$ cat config.mk
export PLATFORM = sky130hd
export DESIGN_NAME = dendrite_arbiter
export DESIGN_NICKNAME = d
export VERILOG_FILES = /design/src/rtl/dendrite_arbiter.sv
export SDC_FILE = /design/constraint.sdc
export NUM_CORES = 1
export LEC_CHECK = 0
export BUFFER_PORTS_ARGS = -buffer_cell sky130_fd_sc_hd__buf_2
export CAP_MARGIN = 20
export CORE_ASPECT_RATIO = 1.75
export CORE_MARGIN = 3
export CORE_UTILIZATION = 34
export CTS_BUF_LIST = sky130_fd_sc_hd__clkbuf_4
export DETAILED_ROUTE_END_ITERATION = 12
export PLACE_DENSITY = 0.83
export SETUP_SLACK_MARGIN = 0.4
export SLEW_MARGIN = 20
export SYNTH_ARGS = -nofsm -noshare
export SYNTH_HDL_FRONTEND = slang
export SYNTH_SLANG_ARGS = --single-unit
$ cat constraint.sdc
create_clock -name clk -period 1.4 [get_ports clk]
set_input_delay 0.14 -clock clk [delete_from_list [all_inputs] [get_ports clk]]
set_output_delay 0.14 -clock clk [all_outputs]
set_load 0.1 [all_outputs]
$ cat src/rtl/dendrite_arbiter.sv
`default_nettype none
// +---------------------------------------------------------------------------+
// | Module      : dendrite_arbiter                                            |
// | Description : Picks one of NUM_SYN synapse ports or the incoming port and |
// |               places it in a single-entry output register. The incoming   |
// |               port always wins. Define DENDRITE_ARB_RR_EN to use          |
// |               round-robin among synapses; otherwise lowest index wins.    |
// | Revision    : 1.0 - initial release                                       |
// +---------------------------------------------------------------------------+
module dendrite_arbiter #(
  parameter int NUM_SYN  = 4,
  parameter int ADDR_W   = 8,
  parameter int CHARGE_W = 8,
  localparam int SRC_W   = $clog2(NUM_SYN + 1)
) (
  input  logic                         clk,
  input  logic                         reset,
  input  logic                         enable,
  input  logic [NUM_SYN*ADDR_W-1:0]    syn_addr,
  input  logic [NUM_SYN*CHARGE_W-1:0]  syn_charge,
  input  logic [NUM_SYN-1:0]           syn_vld,
  output logic [NUM_SYN-1:0]           syn_rdy,
  input  logic [ADDR_W-1:0]            incoming_addr,
  input  logic [CHARGE_W-1:0]          incoming_charge,
  input  logic                         incoming_vld,
  output logic                         incoming_rdy,
  output logic [ADDR_W-1:0]            dend_addr,
  output logic [CHARGE_W:0]            dend_charge,
  output logic [SRC_W-1:0]             dend_src,
  output logic                         dend_vld,
  input  logic                         dend_rdy
);

  localparam int IDX_W = $clog2(NUM_SYN);

  logic [ADDR_W-1:0]   addr_arr [NUM_SYN];
  logic [CHARGE_W-1:0] chg_arr  [NUM_SYN];
  logic                slot_free;
  logic                can_grant;
  logic                inc_gnt;
  logic                syn_gnt;
  logic                syn_found;
  logic [IDX_W-1:0]    syn_sel;
  logic [ADDR_W-1:0]   sel_addr;
  logic [CHARGE_W-1:0] sel_chg;

  assign slot_free = !dend_vld || dend_rdy;
  // Reset gating keeps every ready low while reset is held.
  assign can_grant = enable && slot_free && !reset;
  assign inc_gnt   = can_grant && incoming_vld;
  assign syn_gnt   = can_grant && !incoming_vld && syn_found;

  assign incoming_rdy = inc_gnt;

  generate
    for (genvar i = 0; i < NUM_SYN; i++) begin : g_port
      assign addr_arr[i] = syn_addr[i*ADDR_W +: ADDR_W];
      assign chg_arr[i]  = syn_charge[i*CHARGE_W +: CHARGE_W];
      assign syn_rdy[i]  = syn_gnt && (syn_sel == IDX_W'(i));
    end
  endgenerate

`ifdef DENDRITE_ARB_RR_EN
  logic [IDX_W-1:0] last_syn;
  logic [IDX_W-1:0] cand;

  // Search starts one past the last granted synapse and wraps.
  always_comb begin
    syn_found = 1'b0;
    syn_sel   = '0;
    cand      = '0;
    for (int k = 1; k <= NUM_SYN; k++) begin
      cand = IDX_W'((int'(last_syn) + k) % NUM_SYN);
      if (!syn_found && syn_vld[cand]) begin
        syn_found = 1'b1;
        syn_sel   = cand;
      end
    end
  end

  always_ff @(posedge clk or posedge reset) begin
    if (reset) begin
      last_syn <= IDX_W'(NUM_SYN - 1);
    end else if (syn_gnt) begin
      last_syn <= syn_sel;
    end
  end
`else
  always_comb begin
    syn_found = |syn_vld;
    syn_sel   = '0;
    for (int i = NUM_SYN - 1; i >= 0; i--) begin
      if (syn_vld[IDX_W'(i)]) begin
        syn_sel = IDX_W'(i);
      end
    end
  end
`endif

  assign sel_addr = addr_arr[syn_sel];
  assign sel_chg  = chg_arr[syn_sel];

  always_ff @(posedge clk or posedge reset) begin
    if (reset) begin
      dend_vld    <= 1'b0;
      dend_addr   <= '0;
      dend_charge <= '0;
      dend_src    <= '0;
    end else if (inc_gnt) begin
      dend_vld    <= 1'b1;
      dend_addr   <= incoming_addr;
      dend_charge <= {1'b0, incoming_charge};
      dend_src    <= SRC_W'(NUM_SYN);
    end else if (syn_gnt) begin
      dend_vld    <= 1'b1;
      dend_addr   <= sel_addr;
      dend_charge <= {sel_chg[CHARGE_W-1], sel_chg};
      dend_src    <= SRC_W'(syn_sel);
    end else if (dend_rdy) begin
      dend_vld    <= 1'b0;
    end
  end

  a_one_grant : assert property (@(posedge clk) disable iff (reset)
    $onehot0({incoming_rdy, syn_rdy}));

  a_hold_stable : assert property (@(posedge clk) disable iff (reset)
    (dend_vld && !dend_rdy) |=> $stable({dend_addr, dend_charge, dend_src}) && dend_vld);

endmodule
`default_nettype wire

# ---- After elaboration in Yosys (flattened, before gate mapping)
# Index checks and enable logic that the tools add are counted.
dict set report word_totals {
  elab_cells 43
  register_bits 21
  out_inout_bits 26
}
dict set report classes {
  muxes 17
  order_cmp 1
  eq_ne 3
  n_reduce_logical 17
  bitwise 1
}
# op n
set op_table {}
lappend op_table {{2-to-1 mux 8 bit} 6}
lappend op_table {{binary-select mux 8 bit (select 2 bit)} 2}
lappend op_table {{2-to-1 mux 9 bit} 2}
lappend op_table {{logical AND 1 bit} 9}
lappend op_table {{2-to-1 mux 3 bit} 2}
lappend op_table {{equality test 2 bit (second input constant)} 2}
lappend op_table {{2-to-1 mux 2 bit} 2}
lappend op_table {{OR reduction 4 bit} 1}
lappend op_table {{greater-or-equal comparator 3 bit (second input constant)} 1}
lappend op_table {{zero test 1 bit} 3}
lappend op_table {{2-to-1 mux 1 bit} 3}
lappend op_table {{inverter 2 -> 3 bit} 1}
lappend op_table {{nonzero test 3 bit} 1}
lappend op_table {{equality test 2 x 1 -> 1 bit (second input constant)} 1}
lappend op_table {{zero test 2 bit} 1}
lappend op_table {{nonzero test 2 bit} 1}
lappend op_table {{logical OR 1 bit} 1}

# ---- Longest topological paths before layout
# Gate-level depths: netlist of run 1.
dict set report logic_depth {
  ltp_word 8
  ltp_mapped 6
  ltp_nobuf 4
}

# ---- Worst setup path after synthesis of run 1
# Ideal clock, no wire load.
dict set report synth_path {
  path_kind {register -> register}
  from {register dend_vld}
  to {register dend_src[0]}
  required_time_ns 1.319
  path_buffers 0
  setup_ns 0.081
  path_stages_with_launch 5
  synth_period_minus_slack_ns 3.818
  path_slack_ns -2.418
  t_arrival_ns 3.737
  path_cell_list {dfrtp_1 > nor2b_1 > or3_1 > nor3_1 > a311o_1}
}
dict set report synth_via {
  elab_chain_len 7
  word_cells_on_any_way 9
  cone_classes {1 x mux; 8 x reduce/logical}
}
# element line_no
set synth_rtl {}
lappend synth_rtl {{from (decl)} 30} ;# output logic dend_vld,
lappend synth_rtl {{from (signal assigned)} 105} ;# dend_vld <= 1'b0;
lappend synth_rtl {{from (signal assigned)} 110} ;# dend_vld <= 1'b1;
lappend synth_rtl {{from (signal assigned)} 115} ;# dend_vld <= 1'b1;
lappend synth_rtl {{zero test 1 bit (*)} 47} ;# assign slot_free = !dend_vld || dend_rdy;
lappend synth_rtl {{logical OR 1 bit (*)} 47}
lappend synth_rtl {{logical AND 1 bit (*) (2 in a row)} 49} ;# assign can_grant = enable && slot_free && !reset;
lappend synth_rtl {{logical AND 1 bit (2 in a row)} 51} ;# assign syn_gnt = can_grant && !incoming_vld && syn_found;
lappend synth_rtl {{nonzero test 2 bit (no source line)} -}
lappend synth_rtl {{to (signal assigned)} 113} ;# dend_src <= SRC_W'(NUM_SYN);
lappend synth_rtl {{to (signal assigned)} 118} ;# dend_src <= SRC_W'(syn_sel);
lappend synth_rtl {{to (decl)} 29} ;# output logic [SRC_W-1:0] dend_src,
# Mark *: on every way between the ends. The rest lies on a longest branch, timed or not.
# A chain may end at the register's enable or synchronous reset.

# ---- Worst setup path after layout of run 1
dict set report layout_path {
  from {register dend_vld}
  to {output port syn_rdy[1]}
}
dict set report layout_via {
  elab_chain_len 7
}
# element line_no
set layout_rtl {}
lappend layout_rtl {{zero test 1 bit} 47}
lappend layout_rtl {{logical OR 1 bit} 47}
lappend layout_rtl {{logical AND 1 bit (2 in a row)} 49}
lappend layout_rtl {{logical AND 1 bit (2 in a row)} 51}
lappend layout_rtl {{logical AND 1 bit} 59} ;# assign syn_rdy[i] = syn_gnt && (syn_sel == IDX_W'(i));
lappend layout_rtl {{to (decl)} 22} ;# output logic [NUM_SYN-1:0] syn_rdy,
# Every way passes these cells.

==> qor.log, run 1 <==
INFO  outcome        status=finished with violations
INFO  outcome        violations=negative setup slack
INFO  setup_path     crit_arrival=1700ps
INFO  timing         slew_violations=0
INFO  setup_path     cp_top_family=simple AND/OR/NAND/NOR gates
INFO  yosys          synth_cells=134
INFO  cells_and_area num-nets-final=328
INFO  setup_path     slowest_stage=dfrtp_4
INFO  power_and_ir_drop power.switching_fraction=0.458
INFO  power_and_ir_drop pwr-share-comb=0.584
INFO  floorplan      fp.dieArea=0.00439mm2
INFO  drt            starting_drc_count_in_detailed_routing=43
INFO  drt            drt_wl_total=4520um
INFO  floorplan      core=0.00343mm2
INFO  setup_path     timing.critical_path.slowest_cell_delay=500ps
INFO  timing         total_count_of_hold_check_failures_in_the_final_report=0
INFO  power_and_ir_drop intPower=1.69mW
INFO  setup_path     end_kind=output port
INFO  yosys          postSynthRegisterBits=20
INFO  grt            global_route_wire_length_before_repair=7090um
INFO  yosys          ys.warnings.count=0
INFO  setup_path     crit_buf_inv=1
INFO  drt            routed_via_density=5.04
INFO  setup_path     critical_path.cell_chain=nor2b_4 -> or3_4 -> nor3_4 -> buf_12
INFO  cts            numCtsBuffers=3
INFO  timing         fin_worst_skew=2.37ps
INFO  cells_and_area drive_gt1_frac=0.664
INFO  drt            drtPass1Iterations=4
INFO  floorplan      start_util=0.357
INFO  setup_path     worstPathRequired=1260ps
INFO  power_and_ir_drop p_per_area=1330mW/mm2
INFO  grt            grt.overflow.total=0
INFO  cells_and_area area.growth.synth_to_final=91.9%
INFO  hold_path      min_from=incoming_charge[1]
INFO  yosys          netlist.area_leader.share=0.408
INFO  timing         finalSetupViolCount=22
INFO  cts            clk_root_buffer_cell=clkbuf_4
INFO  drt            vias=1425
INFO  power_and_ir_drop p_leak=1.09nW
INFO  yosys          synth.top_cells.by_area=dfrtp_1, mux2i_1, mux2_2, o221a_2, o21ai_0
INFO  cts            insertion_delay=300ps
INFO  yosys          ys_seq_area_frac=0.408
INFO  timing         final_period_minus_worst_setup_slack=1840ps
INFO  setup_path     reg2reg_slack=-310ps
INFO  timing         final.period_utilization=1.32
INFO  placement      hpwl=3120um
INFO  power_and_ir_drop ir_drop=0.724mV
INFO  placement      gp_routability_congestion=0.746
INFO  cts            ctsLongestPathBuffers=2
INFO  timing         final.setup.tns=-4370ps
INFO  grt            antenna_found_initial=0
INFO  placement      portBuffers=79
INFO  drt            wl_per_cell=16.0um
INFO  setup_path     critPathLaunch=dend_vld
INFO  yosys          synth.largest_area_cell=dfrtp_1
INFO  cts            clock_sinks=20
INFO  yosys          post_synth.cell_area_avg=9.15um2
INFO  grt            grt_use_total=0.209
INFO  floorplan      pin_count=115
INFO  cts            tritoncts=yes
INFO  power_and_ir_drop switchingPower=1.43mW
INFO  timing         rsz0062_at_grt=true
INFO  drt            route.detailed.drc=0
INFO  power_and_ir_drop seqPwrFrac=0.263
INFO  drt            final_antenna_net_count=0
INFO  power_and_ir_drop clockPowerShare=0.153
INFO  timing         worst_slack=-443ps
INFO  setup_path     path_class=reg2out
INFO  floorplan      dieHeight=85.4um
INFO  grt            maximum_number_of_pins_on_one_net_before_global_route_repair=21
INFO  cts            clk_pin_slew_worst_paths=120ps
INFO  timing         hold_ws=101ps
INFO  floorplan      std_cell_rows=28
INFO  job            cap_viol_max_count=0
INFO  cts            htree_num_levels=1
INFO  cells_and_area num_antenna_cells=0
INFO  setup_path     reg2reg_from=dend_vld
INFO  floorplan      die_width=51.4um
INFO  placement      place_ws=-161ps
INFO  yosys          yosys_cell_types=30
INFO  yosys          netlist_area=0.00123mm2
INFO  setup_path     startpoint_type=flip-flop
INFO  grt            first_global_vias=1549
INFO  timing         max_freq=543MHz
INFO  hold_path      hold_class=in2reg
INFO  setup_path     critical_path.max_fanout=2
-- synth_stat cells (all sizes together) --
master	number
nand2	3
mux2	7
conb	1
or2	1
or3	1
inv	3
mux2i	9
or4	1
buf	6
nor3	1
nor4	8
clkinv	1
nand3	9
dfrtp	20
nand2b	1
nor2	17
a311o	1
o32ai	1
clkbuf	7
o221a	7
o21ai	16
nor2b	2
and3	1
a21oi	9
a211oi	1
-- worst register-to-register path, stage by stage (launching register included) --
cell and delay [ps]:
dfrtp_4 500, nor2b_4 130, buf_4 170, nor2_4 170, nand2_4 90, buf_4 140, buf_4 160, o221a_2 250
-- final timing paths --
kind	end	depth (start not counted)
worst min register to register	dend_src[2]	2
worst max register to register	dend_addr[3]	7
worst min-delay path	dend_charge[1]	2
max in group asynchronous	dend_vld	4
min in group asynchronous	dend_charge[6]	4
worst max-delay path	syn_rdy[1]	4
-- layout by cell type (no fill, tap or decap), drive strengths merged, types with 2 or more instances in the layout --
cell type	netlist	final
nand3	9	9
a21oi	9	9
nor2	17	17
inv	3	2
buf	6	110
nand2	3	3
mux2i	9	9
nor2b	2	2
o21ai	16	16
mux2	7	7
clkbuf	7	3
o221a	7	7
conb	1	3
dfrtp	20	20
nor4	8	8
-- power by group through the flow --
stage               Combinational (mW)  Sequential [mW]  Clock, mW
floorplan                        0.312             1.55          0
global placement                  1.36            0.774          0
detailed placement                1.38            0.780          0
CTS                               1.75            0.809      0.480
global route                      1.89            0.835      0.520
finish                            1.83            0.821      0.478
-- state kept, by name (all words and copies together) (netlist names) --
name and cells:
dend_addr 8, dend_charge 9, dend_vld 1, dend_src 2
-- kinds of logic (layout without fill, tap and decap cells) --
family | after synthesis | in the layout | share of synthesized area
muxes | 16 | 16 | 0.138
AOI/OAI and AO/OA | 35 | 35 | 0.188
other | 1 | 3 | 0.00306
buffers and inverters | 17 | 119 | 0.0694
and+or+nand+nor | 45 | 45 | 0.194
DFF | 20 | 20 | 0.408
-- timing repair --
action,CTS,global route
cloned,1,0
pin swaps,3,3
hold buffers,1,0
endpoints found under the hold margin,20,0
buffers inserted,12,2
endpoints found under the setup margin,43,43
resized for setup,76,11
-- layout make-up --
| type | count | area [um2] |
|---|---|---|
| clock buffer | 3 | 22.5 |
| tap | 45 | 56.3 |
| clock inverter | 1 | 30.0 |
| timing repair buffer | 111 | 990 |
| multi-input combinational | 99 | 709 |
| sequential | 20 | 527 |
| inverter | 4 | 18.8 |
| fill | 254 | 1080 |
-- per-stage QoR --
stage / power [mW] / utilization / std cells / cell area (um2)
2_1_floorplan: 1.87 / - / 136 / 1320
3_3_place_gp: 2.13 / 0.539 / 263 / 1850
3_5_place_dp: 2.16 / 0.539 / 263 / 1850
4_1_cts: 3.04 / 0.667 / 281 / 2290
5_1_grt: 3.25 / 0.685 / 283 / 2350
6_report: 3.13 / 0.685 / 283 / 2350
-- routing by layer --
layer / global-route usage / vias to the layer above / share of wire
met4: 0.0788 / 0 / 0.011
li1: - / 695 / -
met5: 0 / - / 0
met1: 0.226 / 664 / 0.35
met2: 0.386 / 60 / 0.57
met3: 0.0404 / 6 / 0.066
No activity file was read; power rests on OpenSTA's default activity.
==> run 2: changes to the inputs <==
--- a/config.mk
+++ b/config.mk
@@ -5,14 +5,15 @@
 export SDC_FILE = /design/constraint.sdc
 export NUM_CORES = 1
 export LEC_CHECK = 0
+export ABC_AREA = 1
 export BUFFER_PORTS_ARGS = -buffer_cell sky130_fd_sc_hd__buf_2
 export CAP_MARGIN = 20
 export CORE_ASPECT_RATIO = 1.75
 export CORE_MARGIN = 3
-export CORE_UTILIZATION = 34
+export CORE_UTILIZATION = 36
 export CTS_BUF_LIST = sky130_fd_sc_hd__clkbuf_4
 export DETAILED_ROUTE_END_ITERATION = 12
-export PLACE_DENSITY = 0.83
+export PLACE_DENSITY = 0.84
 export SETUP_SLACK_MARGIN = 0.4
 export SLEW_MARGIN = 20
 export SYNTH_ARGS = -nofsm -noshare
==> run 2 against run 1 <==
Effect of this change: the run still ends with negative setup slack left; power decreased by 1.6%; global-route usage decreased by 0.24 points; critical path type unchanged; design area increased by 3.8%; sequential cell count unchanged; via count increased by 18%; largest power group unchanged; clock skew increased by 1.7 ps.
==> qor.log, run 2 <==
INFO  yosys          synthXorXnorAreaFrac=0 [unchanged]
INFO  placement      portBuffers=79 [unchanged]
INFO  placement      post-place-cells=327 [+24%]
INFO  setup_path     path_class=reg2out
INFO  yosys          yosys_most_used_dff=dfrtp_1
INFO  drt            wl_per_cell=14.1um [-11%]
INFO  floorplan      std_cell_rows=28 [unchanged]
INFO  floorplan      core=0.00350mm2 [+2.0%]
INFO  yosys          synth.top_cells.by_area=dfrtp_1, nand2_1, nand3_1, nand4_1, buf_2
INFO  setup_path     reg2reg_slack=-120ps [+190 ps]
INFO  yosys          synth-adder-area-share=0 [unchanged]
INFO  yosys          yosys.area_share.simple=0.526 [+0.332]
INFO  yosys          synth.top_cells.by_count=nand2_1, nand3_1, dfrtp_1
INFO  yosys          synth_async_sr_flop_share=1.00 [unchanged]
INFO  timing         max_freq=628MHz [+16%]
INFO  setup_path     worstPathRequired=1260ps [about the same]
INFO  yosys          synth-edff-count=0 [unchanged]
INFO  cells_and_area drive_gt1_frac=0.485 [-0.179]
INFO  floorplan      fp.dieArea=0.00455mm2 [+3.7%]
INFO  placement      hpwl=3220um [+3.2%]
INFO  drt            starting_drc_count_in_detailed_routing=85 [+98%]
INFO  setup_path     worstRegToRegCells=8 [+1]
INFO  placement      gp_routability_congestion=0.777 [+4.2%]
INFO  setup_path     crit_arrival=1450ps [-250 ps]
INFO  yosys          netlist_area=0.00135mm2 [+10%]
INFO  cts            clk_root_buffer_cell=clkbuf_4
INFO  cells_and_area final_cell_count_no_fill=348 [+23%]
INFO  timing         slew_violations=0 [unchanged]
INFO  cts            htree_num_levels=1 [unchanged]
INFO  outcome        status=finished with violations
INFO  power_and_ir_drop power=3.08mW [-1.6%]
INFO  drt            drt_wl_total=4920um [+8.8%]
INFO  floorplan      pin_count=115 [unchanged]
INFO  setup_path     reg2reg_from=dend_vld
INFO  yosys          synth.area.mux_share=0 [-0.138]
INFO  setup_path     critical_path.max_fanout=2 [unchanged]
INFO  grt            antenna_found_initial=0 [unchanged]
INFO  hold_path      worstHoldEndpoint=dend_charge[7]
INFO  drt            routed_via_density=4.84 [-3.8%]
INFO  drt            final_antenna_net_count=0 [unchanged]
INFO  timing         final_period_minus_worst_setup_slack=1590ps [-249 ps]
INFO  setup_path     end_kind=output port
INFO  timing         rsz0062_at_grt=true
INFO  cts            ctsLongestPathBuffers=2 [unchanged]
INFO  yosys          postSynthRegisterBits=20 [unchanged]
INFO  power_and_ir_drop p_leak=1.33nW [+22%]
INFO  grt            maximum_number_of_pins_on_one_net_before_global_route_repair=21 [unchanged]
INFO  cts            clock_sinks=20 [unchanged]
INFO  drt            route.detailed.drc=0 [unchanged]
INFO  floorplan      dieHeight=87.1um [+1.9%]
INFO  cells_and_area postLayoutCoreUtil=0.697 [+0.0116]
INFO  outcome        violations=negative setup slack
INFO  cts            insertion_delay=290ps [about the same]
INFO  yosys          ys.warnings.count=0 [unchanged]
INFO  cells_and_area stdcell_area=0.00244mm2 [+3.8%]
INFO  drt            drtPass1Iterations=4 [unchanged]
INFO  yosys          yosys_cell_types=17 [-43%]
INFO  drt            vias=1685 [+18%]
INFO  grt            grt.overflow.total=0 [unchanged]
INFO  cells_and_area num_antenna_cells=0 [unchanged]
INFO  cts            numCtsBuffers=3 [unchanged]
INFO  timing         finalSetupViolCount=18 [-18%]
INFO  floorplan      start_util=0.386 [+0.0286]
INFO  yosys          synth.most_common_cell=nand2_1
INFO  hold_path      hold_class=in2reg
INFO  timing         fin_worst_skew=4.12ps [+1.74 ps]
INFO  timing         total_count_of_hold_check_failures_in_the_final_report=0 [unchanged]
INFO  cells_and_area num-nets-final=393 [+20%]
INFO  yosys          compound_cell_area_share_of_the_yosys_netlist=0.00370 [-0.184]
INFO  setup_path     regToRegEndpoint=dend_charge[3]
INFO  cells_and_area area.growth.synth_to_final=80.7%
INFO  timing         worst_slack=-193ps [+249 ps]
INFO  power_and_ir_drop ir_drop=0.813mV [+12%]
INFO  job            cap_viol_max_count=0 [unchanged]
INFO  yosys          synth_cells=207 [+54%]
INFO  cells_and_area biggestRegsByFlops=dend_charge: 9 flops, dend_addr: 8 flops, dend_src: 2 flops
INFO  hold_path      hold-path-cell-count=3 [+1]
INFO  cells_and_area largest_reg_flops=9 [unchanged]
INFO  yosys          synth.largest_area_cell=dfrtp_1
INFO  power_and_ir_drop p_per_area=1260mW/mm2 [-5.2%]
INFO  cts            tritoncts=yes
INFO  cells_and_area most_common_cell_after_layout_fill_and_taps_aside=nand2_1
INFO  grt            global_route_wire_length_before_repair=7350um [+3.6%]
INFO  cts            clk_pin_slew_worst_paths=110ps [about the same]
INFO  grt            grt_use_total=0.207 [-0.00237]
INFO  yosys          post_synth.cell_area_avg=6.53um2 [-29%]
INFO  grt            first_global_vias=1661 [+7.2%]
INFO  yosys          ys_seq_area_frac=0.370 [-0.0378]
INFO  cells_and_area layout_common_cells=nand2_1, buf_2, buf_12, nand3_1, dfrtp_2
INFO  cells_and_area regMostFlops=dend_charge
INFO  timing         final.period_utilization=1.14 [-0.178]
INFO  floorplan      die_width=52.3um [+1.8%]
INFO  yosys          netlist.area_leader.share=0.370 [-0.0378]
INFO  yosys          combinational_family_with_the_most_area_after_synthesis=simple AND/OR/NAND/NOR gates
INFO  placement      placed_area=0.00189mm2 [+2.1%]
INFO  hold_path      min_from=incoming_charge[7]
INFO  setup_path     startpoint_type=flip-flop
-- run 2: cell count changes in the layout (fill, tap and decap cells not counted), moves of 10 or more --
cell     previous run  this run
buf_4              27        17
o21ai_0            14         0
nand4_1             0        16
nand3_1             9        20
nand2_1             2       109
nor2_1             16         2
-- run 2: how the worst max path moves through the flow --
stage | cells after the start | start | endpoint
global placement | 6 | dend_vld | syn_rdy[0]
finish | 6 | dend_vld | incoming_rdy
detailed placement | 6 | dend_vld | syn_rdy[0]
global route | 6 | dend_vld | syn_rdy[0]
floorplan | 5 | dend_vld | syn_rdy[0]
CTS | 6 | dend_vld | syn_rdy[1]
-- run 2: metal layers --
metal	vias up	routed length, um	global-route usage
met1	767	1810	0.232
met4	0	102	0.0651
li1	845	-	-
met3	8	214	0.00858
met5	-	0	0
met2	65	2790	0.399
-- run 2: report_power, final --
| part | leakage (nW) | switching, mW | internal [mW] |
|---|---|---|---|
| logic | 1.09 | 1.25 | 0.713 |
| registers | 0.227 | 0.131 | 0.711 |
| clock network | 0.0154 | 0.167 | 0.104 |
| total | 1.33 | 1.55 | 1.53 |
-- run 2: area by class of cell --
| cell class | instances | area, um2 |
|---|---|---|
| Fill cell | 282 | 1060 |
| Timing Repair Buffer | 106 | 1000 |
| Multi-Input combinational cell | 166 | 788 |
| Sequential cell | 20 | 528 |
| Tap cell | 45 | 56.3 |
| Inverter | 7 | 38.8 |
| Clock buffer | 3 | 22.5 |
| Clock inverter | 1 | 3.75 |
-- run 2: what timing repair did --
| action | CTS | global route |
|---|---|---|
| resized for setup | 82 | 20 |
| pin swaps | 6 | 4 |
| setup buffers | 14 | 1 |
| endpoints found under the setup margin | 43 | 43 |
| gates cloned | 0 | 1 |
| hold endpoints to repair | 20 | 0 |
| hold buffers | 1 | 0 |
-- run 2: through the flow --
stage / TNS (ps) / hold slack, ps / worst slack [ps]
CTS: -684 / 75.2 / -235
detailed placement: 0 / 217 / 44.5
global route: -2250 / 85.3 / -242
global placement: 0 / 212 / 54.2
floorplan: -756 / -4.55 / -264
finish: -1410 / 93.2 / -193
-- run 2: critical path: stages, from the launching register on --
cell and delay (ps):
dfrtp_4 510, buf_6 140, nand2_4 70, nand3_4 90, buf_12 150, clkinv_8 40
buf_12 150
-- run 2: kinds of logic after synthesis --
group | Yosys count
other | 1
DFF | 20
AOI/OAI and AO/OA | 1
buffers and inverters | 23
and+or+nand+nor | 162
==> run 3: changes to the inputs <==
--- a/config.mk
+++ b/config.mk
@@ -6,14 +6,14 @@
 export NUM_CORES = 1
 export LEC_CHECK = 0
 export ABC_AREA = 1
-export BUFFER_PORTS_ARGS = -buffer_cell sky130_fd_sc_hd__buf_2
 export CAP_MARGIN = 20
 export CORE_ASPECT_RATIO = 1.75
 export CORE_MARGIN = 3
-export CORE_UTILIZATION = 36
+export CORE_UTILIZATION = 40
 export CTS_BUF_LIST = sky130_fd_sc_hd__clkbuf_4
 export DETAILED_ROUTE_END_ITERATION = 12
-export PLACE_DENSITY = 0.84
+export DONT_BUFFER_PORTS = 1
+export PLACE_DENSITY = 0.61
 export SETUP_SLACK_MARGIN = 0.4
 export SLEW_MARGIN = 20
 export SYNTH_ARGS = -nofsm -noshare
==> run 3 against run 2 <==
Effect of this change: the run still ends with negative setup slack left; largest cell class is now multi-input gates; sequential cell count stayed put; global-route usage up 0.34 points; largest power group unchanged; sequential power decreased by 1%; via count down 10%; power shrank 2.7%.
==> qor.log, run 3 (synthesis results as in run 2) <==
INFO  timing         finalSetupViolCount=16 [-2]
INFO  cts            clk_pin_slew_worst_paths=120ps [about the same]
INFO  cells_and_area largest_reg_flops=9 [unchanged]
INFO  setup_path     worstPathRequired=1260ps [about the same]
INFO  drt            vias=1511 [-10%]
INFO  placement      placed_area=0.00162mm2 [-14%]
INFO  cells_and_area layout.filler_cells=253 [-10%]
INFO  power_and_ir_drop ir_drop=0.837mV [+3.0%]
INFO  outcome        status=finished with violations
INFO  placement      place_ws=32.2ps [-12.3 ps]
INFO  cts            htree_num_levels=1 [unchanged]
INFO  hold_path      hold_class=in2reg
INFO  cells_and_area regMostFlops=dend_charge
INFO  setup_path     critPathLaunch=dend_vld
INFO  grt            first_global_vias=1514 [-8.9%]
INFO  setup_path     startpoint_type=flip-flop
INFO  cells_and_area drive_gt1_frac=0.349 [-0.136]
INFO  cts            ctsLongestPathBuffers=2 [unchanged]
INFO  setup_path     reg2reg_from=dend_vld
INFO  drt            drt_wl_total=4140um [-16%]
INFO  cells_and_area biggestRegsByFlops=dend_charge: 9 flops, dend_addr: 8 flops, dend_src: 2 flops
INFO  hold_path      min_from=incoming_charge[4]
INFO  cells_and_area num_antenna_cells=0 [unchanged]
INFO  cells_and_area layout_common_cells=nand2_1, buf_12, nand3_1, dfrtp_2, buf_4
INFO  setup_path     path_class=reg2out
INFO  drt            route.detailed.drc=0 [unchanged]
INFO  cts            tritoncts=yes
INFO  cells_and_area num-nets-final=339 [-14%]
INFO  floorplan      die_width=49.9um [-4.5%]
INFO  cts            numCtsBuffers=3 [unchanged]
INFO  placement      hpwl=2960um [-8.0%]
INFO  cells_and_area postLayoutCoreUtil=0.692 [-0.00514]
INFO  cts            clk_root_buffer_cell=clkbuf_4
INFO  cts            clock_sinks=20 [unchanged]
INFO  timing         rsz0062_at_grt=true
INFO  floorplan      dieHeight=82.9um [-4.8%]
INFO  floorplan      std_cell_rows=27 [-3.6%]
INFO  floorplan      fp.dieArea=0.00414mm2 [-9.1%]
INFO  power_and_ir_drop p_leak=1.14nW [-14%]
INFO  cells_and_area stdcell_area=0.00222mm2 [-9.1%]
INFO  grt            maximum_number_of_pins_on_one_net_before_global_route_repair=21 [unchanged]
INFO  cells_and_area area.growth.synth_to_final=64.4%
INFO  setup_path     end_kind=output port
INFO  placement      post-place-cells=266 [-19%]
INFO  timing         total_count_of_hold_check_failures_in_the_final_report=0 [unchanged]
INFO  grt            grt_use_total=0.210 [+0.00336]
INFO  placement      gp_routability_congestion=0.730 [-6.1%]
INFO  timing         slew_violations=0 [unchanged]
INFO  timing         worst_slack=-209ps [-15.0 ps]
INFO  placement      portBuffers=0 [-100%]
INFO  cells_and_area most_common_cell_after_layout_fill_and_taps_aside=nand2_1
INFO  setup_path     critical_path.max_fanout=2 [unchanged]
INFO  grt            global_route_wire_length_before_repair=6980um [-5.1%]
INFO  power_and_ir_drop power=2.99mW [-2.7%]
INFO  cells_and_area final_cell_count_no_fill=292 [-16%]
INFO  outcome        violations=negative setup slack
INFO  grt            antenna_found_initial=0 [unchanged]
INFO  cts            insertion_delay=310ps [+20 ps]
INFO  floorplan      pin_count=115 [unchanged]
INFO  power_and_ir_drop p_per_area=1350mW/mm2 [+7.0%]
INFO  drt            drtPass1Iterations=4 [unchanged]
INFO  drt            wl_per_cell=14.2um [+0.46%]
INFO  timing         max_freq=622MHz [-0.94%]
INFO  drt            routed_via_density=5.17 [+6.9%]
INFO  timing         fin_worst_skew=2.97ps [-1.14 ps]
INFO  drt            starting_drc_count_in_detailed_routing=28 [-67%]
INFO  timing         final_period_minus_worst_setup_slack=1610ps [+15.0 ps]
INFO  floorplan      start_util=0.421 [+0.0353]
INFO  job            cap_viol_max_count=0 [unchanged]
INFO  floorplan      core=0.00321mm2 [-8.4%]
INFO  timing         final.period_utilization=1.15 [+0.0107]
INFO  drt            final_antenna_net_count=0 [unchanged]
INFO  setup_path     crit_arrival=1470ps [+20 ps]
INFO  grt            grt.overflow.total=0 [unchanged]
run 3: changes by cell type in the layout (fill, tap and decap cells not counted), moves of 2 or more:
cell and delta:
buf_8 -2, nand2_1 +4, buf_6 -2, nand2_8 +2, buf_2 -56, nand2_2 -5, buf_12 +2, dlygate4sd3_1 +2
run 3: cell type report:
class	instances	area, um2	share of cell area
timing repair buffer	51	764	0.344
clock buffer	3	22.5	0.0101
multi-input combinational	167	817	0.368
sequential	20	528	0.238
tap	43	53.8	0.0242
inverter	7	31.3	0.0141
clock inverter	1	3.75	0.00169
run 3: path summary, 6_finish.rpt:
kind,end,slack [ps],depth (start not counted)
max reg2reg,dend_charge[5],-110,7
min in group asynchronous,dend_charge[0],270,3
min reg2reg,dend_charge[8],570,2
min,dend_charge[4],50,4
max,incoming_rdy,-210,6
max in group asynchronous,dend_vld,900,3
run 3: metrics by stage:
| step | TNS (ps) | hold WS (ps) |
|---|---|---|
| after CTS | -1460 | 56.5 |
| after floorplan | -756 | -4.55 |
| final | -1610 | 52.6 |
| after global placement | 0 | 66.2 |
| after global routing | -2670 | 44.5 |
| after detailed placement | 0 | 77.0 |
run 3: where the power goes:
part           switching, mW  internal [mW]
Sequential             0.120          0.711
Combinational           1.19          0.679
Clock                  0.189          0.104
run 3: per-layer routing:
layer | routed length [um] | up-vias | track usage
met3 | 259 | 9 | 0.0359
met5 | 0 | - | 0
li1 | - | 736 | -
met4 | 93 | 0 | 0.0705
met2 | 2170 | 75 | 0.359
met1 | 1620 | 691 | 0.261
run 3: repair_timing:
item | CTS | global route
gates resized for setup | 79 | 4
gates cloned | 3 | 0
setup buffers | 12 | 4
pin swaps | 6 | 3
hold endpoints to repair | 22 | 0
hold buffers | 3 | 0
setup endpoints to repair | 43 | 43
run 3: worst max-delay path, stage by stage (launching register included):
cell and delay (ps):
dfrtp_4 500, buf_4 150, nand2_4 70, nand3_4 90, buf_12 140, inv_6 50
buf_12 160
